### src/rtl/ball_col_detect.sv
// Ball collision detector: periodically snapshots ball/player positions, runs one
// time-shared squared-distance engine over both players plus a box test against the
// net, and stretches every hit so a slow downstream FSM cannot miss it.
module ball_col_detect #(
    parameter int SAMPLE_DIV  = 1024,
    parameter int HOLD_CYCLES = 650_000,
    parameter int BALL_R      = 32,
    parameter int PL_CX       = 38,
    parameter int PL_CY       = 45,
    parameter int COL_R       = 70,
    parameter int NET_XL      = 507,
    parameter int NET_XR      = 517,
    parameter int NET_TOP     = 500
) (
    input  logic        clk,
    input  logic        rst,
    input  logic [11:0] ball_posx,
    input  logic [11:0] ball_posy,
    input  logic [11:0] pl1_posx,
    input  logic [11:0] pl1_posy,
    input  logic [11:0] pl2_posx,
    input  logic [11:0] pl2_posy,
    output logic        pl1_col,
    output logic        pl2_col,
    output logic        net_col,
    output logic        hit_valid
);
    localparam int          CW     = $clog2(SAMPLE_DIV);
    localparam int          HW     = $clog2(HOLD_CYCLES + 1);
    localparam logic [24:0] COL_R2 = 25'(COL_R * COL_R);

    typedef enum logic [3:0] {
        IDLE, SNAP, P1_DIFF, P1_SQ, P1_CMP, P2_DIFF, P2_SQ, P2_CMP, NET_CMP, COMMIT
    } state_t;

    state_t        state;
    logic [CW-1:0] smp_cnt;
    logic [11:0]   s_bx, s_by, s_p1x, s_p1y, s_p2x, s_p2y;
    logic [11:0]   adx, ady;
    logic [23:0]   sqx, sqy;
    logic          hit_pl1, hit_pl2, hit_net;

    logic [11:0]   px_sel, py_sel;
    logic [12:0]   dx, dy, bx64, by64;
    logic [11:0]   adx_n, ady_n;
    logic [24:0]   dsum;
    logic          net_n;
    logic          commit;
    logic [2:0]    hit_vec, col_vec;

    // Shared datapath: player operand chosen by the current DIFF state; negative
    // differences (ball left of / above the player centre) are folded to magnitudes.
    always_comb begin
        px_sel = (state == P2_DIFF) ? s_p2x : s_p1x;
        py_sel = (state == P2_DIFF) ? s_p2y : s_p1y;
        dx     = ({1'b0, s_bx} + 13'(BALL_R)) - ({1'b0, px_sel} + 13'(PL_CX));
        dy     = ({1'b0, s_by} + 13'(BALL_R)) - ({1'b0, py_sel} + 13'(PL_CY));
        adx_n  = dx[12] ? (~dx[11:0] + 12'd1) : dx[11:0];
        ady_n  = dy[12] ? (~dy[11:0] + 12'd1) : dy[11:0];
        dsum   = {1'b0, sqx} + {1'b0, sqy};
        bx64   = {1'b0, s_bx} + 13'd64;
        by64   = {1'b0, s_by} + 13'd64;
        net_n  = (bx64 >= 13'(NET_XL)) && ({1'b0, s_bx} <= 13'(NET_XR)) &&
                 (by64 >= 13'(NET_TOP));
    end

    assign commit  = (state == COMMIT);
    assign hit_vec = {hit_net, hit_pl2, hit_pl1};

    // Free-running sample divider; its terminal count launches an evaluation
    always_ff @(posedge clk) begin
        if (rst)                                smp_cnt <= '0;
        else if (smp_cnt == CW'(SAMPLE_DIV - 1)) smp_cnt <= '0;
        else                                    smp_cnt <= smp_cnt + 1'b1;
    end

    // Evaluation sequencer: one step per clock, working only on the snapshot
    always_ff @(posedge clk) begin
        if (rst) begin
            state     <= IDLE;
            s_bx      <= '0; s_by  <= '0;
            s_p1x     <= '0; s_p1y <= '0;
            s_p2x     <= '0; s_p2y <= '0;
            adx       <= '0; ady   <= '0;
            sqx       <= '0; sqy   <= '0;
            hit_pl1   <= 1'b0;
            hit_pl2   <= 1'b0;
            hit_net   <= 1'b0;
            hit_valid <= 1'b0;
        end else begin
            hit_valid <= 1'b0;
            case (state)
                IDLE:    if (smp_cnt == CW'(SAMPLE_DIV - 1)) state <= SNAP;
                SNAP: begin
                    s_bx  <= ball_posx; s_by  <= ball_posy;
                    s_p1x <= pl1_posx;  s_p1y <= pl1_posy;
                    s_p2x <= pl2_posx;  s_p2y <= pl2_posy;
                    state <= P1_DIFF;
                end
                P1_DIFF: begin adx <= adx_n; ady <= ady_n; state <= P1_SQ; end
                P1_SQ: begin
                    sqx   <= {12'd0, adx} * {12'd0, adx};
                    sqy   <= {12'd0, ady} * {12'd0, ady};
                    state <= P1_CMP;
                end
                P1_CMP:  begin hit_pl1 <= (dsum <= COL_R2); state <= P2_DIFF; end
                P2_DIFF: begin adx <= adx_n; ady <= ady_n; state <= P2_SQ; end
                P2_SQ: begin
                    sqx   <= {12'd0, adx} * {12'd0, adx};
                    sqy   <= {12'd0, ady} * {12'd0, ady};
                    state <= P2_CMP;
                end
                P2_CMP:  begin hit_pl2 <= (dsum <= COL_R2); state <= NET_CMP; end
                NET_CMP: begin hit_net <= net_n; state <= COMMIT; end
                COMMIT:  begin hit_valid <= 1'b1; state <= IDLE; end
                default: state <= IDLE;
            endcase
        end
    end

    // Per-flag hit stretchers: reload on a committed hit, otherwise count down to 0
    for (genvar i = 0; i < 3; i++) begin : g_hold
        logic [HW-1:0] hold_q, hold_d;
        logic          col_q;

        always_comb begin
            hold_d = hold_q;
            if (commit && hit_vec[i]) hold_d = HW'(HOLD_CYCLES);
            else if (hold_q != '0)    hold_d = hold_q - 1'b1;
        end

        // Flag register tracks the next hold count so it drops the same cycle the count expires
        always_ff @(posedge clk) begin
            if (rst) begin
                hold_q <= '0;
                col_q  <= 1'b0;
            end else begin
                hold_q <= hold_d;
                col_q  <= (hold_d != '0);
            end
        end

        assign col_vec[i] = col_q;
    end

    assign pl1_col = col_vec[0];
    assign pl2_col = col_vec[1];
    assign net_col = col_vec[2];
endmodule
### config.mk
export PLATFORM = sky130hd
export DESIGN_NAME = ball_col_detect
export DESIGN_NICKNAME = d
export VERILOG_FILES = /design/src/rtl/ball_col_detect.sv
export SDC_FILE = /design/constraint.sdc
export NUM_CORES = 1
export LEC_CHECK = 0
export CAP_MARGIN = 0
export CORE_MARGIN = 5
export CORE_UTILIZATION = 60
export DETAILED_ROUTE_END_ITERATION = 8
export PLACE_DENSITY = 0.84
export REMOVE_ABC_BUFFERS = 1
export SLEW_MARGIN = 20
export SYNTH_ARGS = -nofsm -noshare
export SYNTH_HDL_FRONTEND = slang
export SYNTH_SLANG_ARGS = --single-unit
### constraint.sdc
create_clock -name clk -period 6.2 [get_ports clk]
set_input_delay 1.24 -clock clk [delete_from_list [all_inputs] [get_ports clk]]
set_output_delay 1.24 -clock clk [all_outputs]
set_load 0.02 [all_outputs]
# After elaboration in Yosys (flattened, before gate mapping)
# Cells that the tools add are included.
[totals] output_inout_bits=4 mem_bits_rw=0 elab_cells=84 latchBits=0 inputBits=74 reg_bits=225 n_memories=0 mem_bits_ro=0
[classes] reduce_logical=15 muxes=13 add_sub_neg=15 mul=2 n_bitwise=2 shifts=0 n_div=0 magnitude_cmp=4 n_eq_ne=11
[op_table] op="$mux W20" n=6
[op_table] op="$reduce_bool A20 Y1" n=6
[op_table] op="$sub A20 B1 Y20 const B" n=3
[op_table] op="$add A12 B6 Y13 const B" n=4
[op_table] op="$mul A12 B12 Y24" n=2
[op_table] op="$mux W12" n=4
[op_table] op="$pmux W4 S9" n=1
[op_table] op="$add A12 B7 Y13 const B" n=2
[op_table] op="$ge A13 B9 Y1 const B" n=2
[op_table] op="$sub A13 B13 Y13" n=2
[op_table] op="$add A24 B24 Y25" n=1
[op_table] op="$le A25 B13 Y1 const B" n=1
[op_table] op="$add A12 B1 Y12 const B" n=2
[op_table] op="$not A12 Y12" n=2
[op_table] op="$eq A4 B3 Y1 const B" n=4
[op_table] op="$le A12 B10 Y1 const B" n=1
[op_table] op="$add A10 B1 Y10 const B" n=1
[op_table] op="$eq A10 B10 Y1 const B" n=1
[op_table] op="$eq A4 B2 Y1 const B" n=2
[op_table] op="$eq A4 B4 Y1 const B" n=2
[op_table] op="$reduce_or A2 Y1" n=3
[op_table] op="$logic_and A1 B1 Y1" n=5
[op_table] op="$eq A4 B1 Y1 const B" n=1
[op_table] op="$logic_not A4 Y1" n=1
[op_table] op="other kinds (3)" n=3

# Longest topological paths before layout
[depth] depth_word=7 depth_mapped=23

# Least setup slack after synthesis
# Ideal clock, no wire load.
[synth_timing] kind="reg-to-reg" start="reg ady[3]" end="reg sqy[23]" synth_period_minus_slack_ns=5.517 path_stages_with_launch=22 slack_ns=0.683 path_buffers=1 t_required_ns=6.067 arrival_ns=5.384 path_cell_list="dfxtp_1 -> clkbuf_1 -> nand2_1 -> inv_1 -> fa_1 -> fa_1 -> inv_1 -> fa_1 -> inv_1 -> fa_1 -> inv_1 -> fa_1 -> inv_1 -> ha_1 -> a21o_1 -> a21o_1 -> a21oi_1 -> a21boi_0 -> o21ai_0 -> o41ai_1 -> xnor2_1 -> a21oi_1"
[synth_between] elab_chain_len=1
[synth_lines] item="start: declaration" line_no="39" source="logic [11:0] adx, ady;"
[synth_lines] item="start signal: assignment" line_no="84" source="adx <= '0; ady <= '0;"
[synth_lines] item="start signal: assignment" line_no="100" source="P1_DIFF: begin adx <= adx_n; ady <= ady_n; state <= P1_SQ; end"
[synth_lines] item="start signal: assignment" line_no="107" source="P2_DIFF: begin adx <= adx_n; ady <= ady_n; state <= P2_SQ; end"
[synth_lines] item="$mul A12 B12 Y24" line_no="103, 110"
[synth_lines] item="end signal: assignment" line_no="103" source="sqy <= {12'd0, ady} * {12'd0, ady};"
[synth_lines] item="end signal: assignment" line_no="110" source="sqy <= {12'd0, ady} * {12'd0, ady};"
[synth_lines] item="end: declaration" line_no="40" source="logic [23:0] sqx, sqy;"
# Every way passes these cells.
# A chain may end at the register's enable or synchronous reset.

# Worst setup path in the final report
[layout_timing] start="reg adx[10]" end="reg sqx[21]"
[layout_between] elab_chain_len=1
[layout_lines] item="start: declaration" line_no="39"
[layout_lines] item="start signal: assignment" line_no="84"
[layout_lines] item="start signal: assignment" line_no="100"
[layout_lines] item="start signal: assignment" line_no="107"
[layout_lines] item="$mul A12 B12 Y24" line_no="102, 109"
[layout_lines] item="end signal: assignment" line_no="102" source="sqx <= {12'd0, adx} * {12'd0, adx};"
[layout_lines] item="end signal: assignment" line_no="109" source="sqx <= {12'd0, adx} * {12'd0, adx};"
[layout_lines] item="end: declaration" line_no="40"
# Every way passes these cells.

==> results.md <==
* RSZ-0062 raised after global routing: false
* Synth cell types at between 80 and 90
* First-pass GRT wire length at 80800 µm
* Cell with the most instances after synthesis: inv_1
* CTS tree: built
* Finish-stage setup viols at 0
* Mean Syn Cell Area at between 8 and 9 µm²
* P per Cell Area at ~230 mW/mm²
* Die area at 0.0386 mm²
* Max_slew headroom at 0.347
* Final Hold Fails at 0
* Minimum clock period after layout at 5.93 ns
* Ys async rst share at 0
* Wirelength per Cell at roughly 15 µm
* Initial antenna violation count at 0
* Starting Density at 0.606
* Status: completed
* Highest clock rate at 169 MHz
* Hold WS at 0.451 ns
* Post-DP HPWL at about 35000 µm
* Crit Path Class: reg -> reg
* Post-synth top area share at 0.214
* Core ar. at between 0.03 and 0.04 mm²
* First-pass DRT Iterations at 6
* Via count of the routed design at between 15000 and 20000
* Setup crit end kind: flip-flop
* Fin crit share at 0.957
* DR vias/cell at a little under 6
* Final Net Count at about 3000
* Util after Layout at 0.664
* Worst VDD drop at roughly 0.00042 V
* CTS Buf Count at 25
* Post-Syn Instances at 2582
* Placer congestion estimate at between 0.8 and 0.9
* Ys flop type: dfxtp_1
* WP data required at roughly 6.7 ns
* Post-route cell area at around 0.023 mm²
* Root Driver: clkbuf_16
* Placed cell area at around 0.022 mm²
* Vias in the first global route at roughly 18000
* Ant diodes at 0
* Synth top area cells: dfxtp_1 21%, fa_1 16%, ha_1 12%
* Crit path max fanout at 14
* Top cells by count, synth: 383 x inv_1, 316 x nand2_1, 223 x dfxtp_1, 205 x a21oi_1, 201 x ha_1
* P&R area growth vs syn at 9.57%
* Worst path arrival time at ~6.4 ns
* Mapped Area at approximately 0.021 mm²
* CTS sink count at about 220
* Setup TNS Final at 0 ns
* Number of routed nets with antenna violations at 0
* GRT Util Overall at 0.241
* Hold-fix buffers, CTS at 0
* EDFF count, synth at 0
* P_leak at approximately 11 nW
* Reg clk slew, reported paths at around 0.06 ns
* Leading area contributor after synthesis: dfxtp_1
* H-tree depth at 1
* Max_cap viols at 0
* Post-CTS setup repair buffer count at 0
* Deepest clock path buffer count at 3
* DRC Markers at 0
* Num rows at between 60 and 70
* #FFs+latches synth at around 220
* Worst-Margin Slew at approximately 0.98 ns
* IO Pins at 78
* Clock latency on the worst-skew pair at ~0.54 ns
* Largest net degree at the start of global routing at 83
* Grt total ovfl at 0
* Skew final at 0.0104 ns
* Largest regs: g_hold.hold_q: 60 flops, sqx: 23 flops, sqy: 23 flops
* Yosys warns at 0
* Final wirelength at between 40000 and 50000 µm
* Height of the chip at roughly 200 µm
* Design Power at between 5 and 6 mW
* Chip width at about 200 µm
* Iteration-0 DRC Markers at just over 1000
* Worst setup SP type: flip-flop
* Share of layout cells above drive strength 1 at 0.0517
* Max reg flops at 60
* Worst hold path class: reg -> reg
* Biggest register: g_hold.hold_q
* Seq/Total Area, Yosys at 0.214
* Final count of pins violating max slew at 0
* Port buffer count at 77
## what timing repair did
item	4_1_cts	5_1_grt
resized for setup	0	2
endpoints found under the hold margin	0	0
endpoints found under the setup margin	0	4
## logic make-up after synthesis
logic type               Yosys count  synth area share
flip-flops                       223             0.214
multiplexers                      37            0.0193
XOR/XNOR                         124            0.0520
adder cells (fa/ha/maj)          366             0.278
AND/OR/NAND/NOR                  857             0.203
AO/OA/AOI/OAI                    476             0.143
buffers and inverters            499            0.0906
## layout make-up
type	count	area (µm²)
fill	2729	11600
multi-input combinational	1860	14600
timing repair buffer	97	922
inverter	384	1440
clock buffer	31	688
tap	455	569
sequential	223	4470
clock inverter	14	238
## critical path, cell delays in order (launching register included)
cell and delay [ns]:
dfxtp_1 0.62, and2_1 0.23, inv_1 0.07, fa_1 0.54
inv_1 0.06, fa_1 0.50, fa_1 0.53, fa_1 0.54
inv_1 0.06, fa_1 0.53, inv_1 0.04, ha_1 0.23
a2111o_1 0.39, nor3_1 0.29, o311ai_0 0.19, buf_4 0.18
a311oi_1 0.38, nor2_1 0.11, xnor2_1 0.14, a211oi_1 0.22
## power breakdown
| group | switching (mW) | internal [mW] | leakage, nW |
|---|---|---|---|
| Clock | 0.634 | 1.04 | 0.447 |
| Sequential | 0.205 | 1.61 | 1.81 |
| Combinational | 0.959 | 0.714 | 8.30 |
| Total | 1.80 | 3.36 | 10.6 |
## per-stage QoR
| stage | instances | setup slack, ns |
|---|---|---|
| 2_1_floorplan | 2467 | 0.0123 |
| 3_3_place_gp | 3019 | 0.484 |
| 3_5_place_dp | 3019 | 0.329 |
| 4_1_cts | 3064 | 0.236 |
| 5_1_grt | 3064 | 0.0371 |
| 6_report | 3064 | 0.265 |
## placed cells by master, fill, tap and decap left out, drive strengths merged, types with 72 or more instances in the layout
cell type / count
clkdlybuf4s50: 76
a21oi: 205
and2: 84
dfxtp: 223
nor2: 150
inv: 385
nand2: 316
fa: 165
ha: 201
xnor2: 72
## worst paths after layout
path / from / to / slack, ns / cells after the start
setup / recovery: adx[10] / sqx[21] / 0.27 / 19
hold / removal: s_p2x[8] / s_p2x[8] / 0.45 / 2
setup reg to reg: adx[10] / sqx[21] / 0.27 / 19
hold reg to reg: s_p2x[8] / s_p2x[8] / 0.45 / 2
## metal layers
layer / vias up / wire (µm) / GRT usage
li1: 8616 / - / -
met1: 8482 / 20000 / 0.309
met2: 483 / 23100 / 0.429
met3: 108 / 2380 / 0.0267
met4: 0 / 1300 / 0.0745
met5: - / 0 / 0
Power figures use the tool's default switching activity.
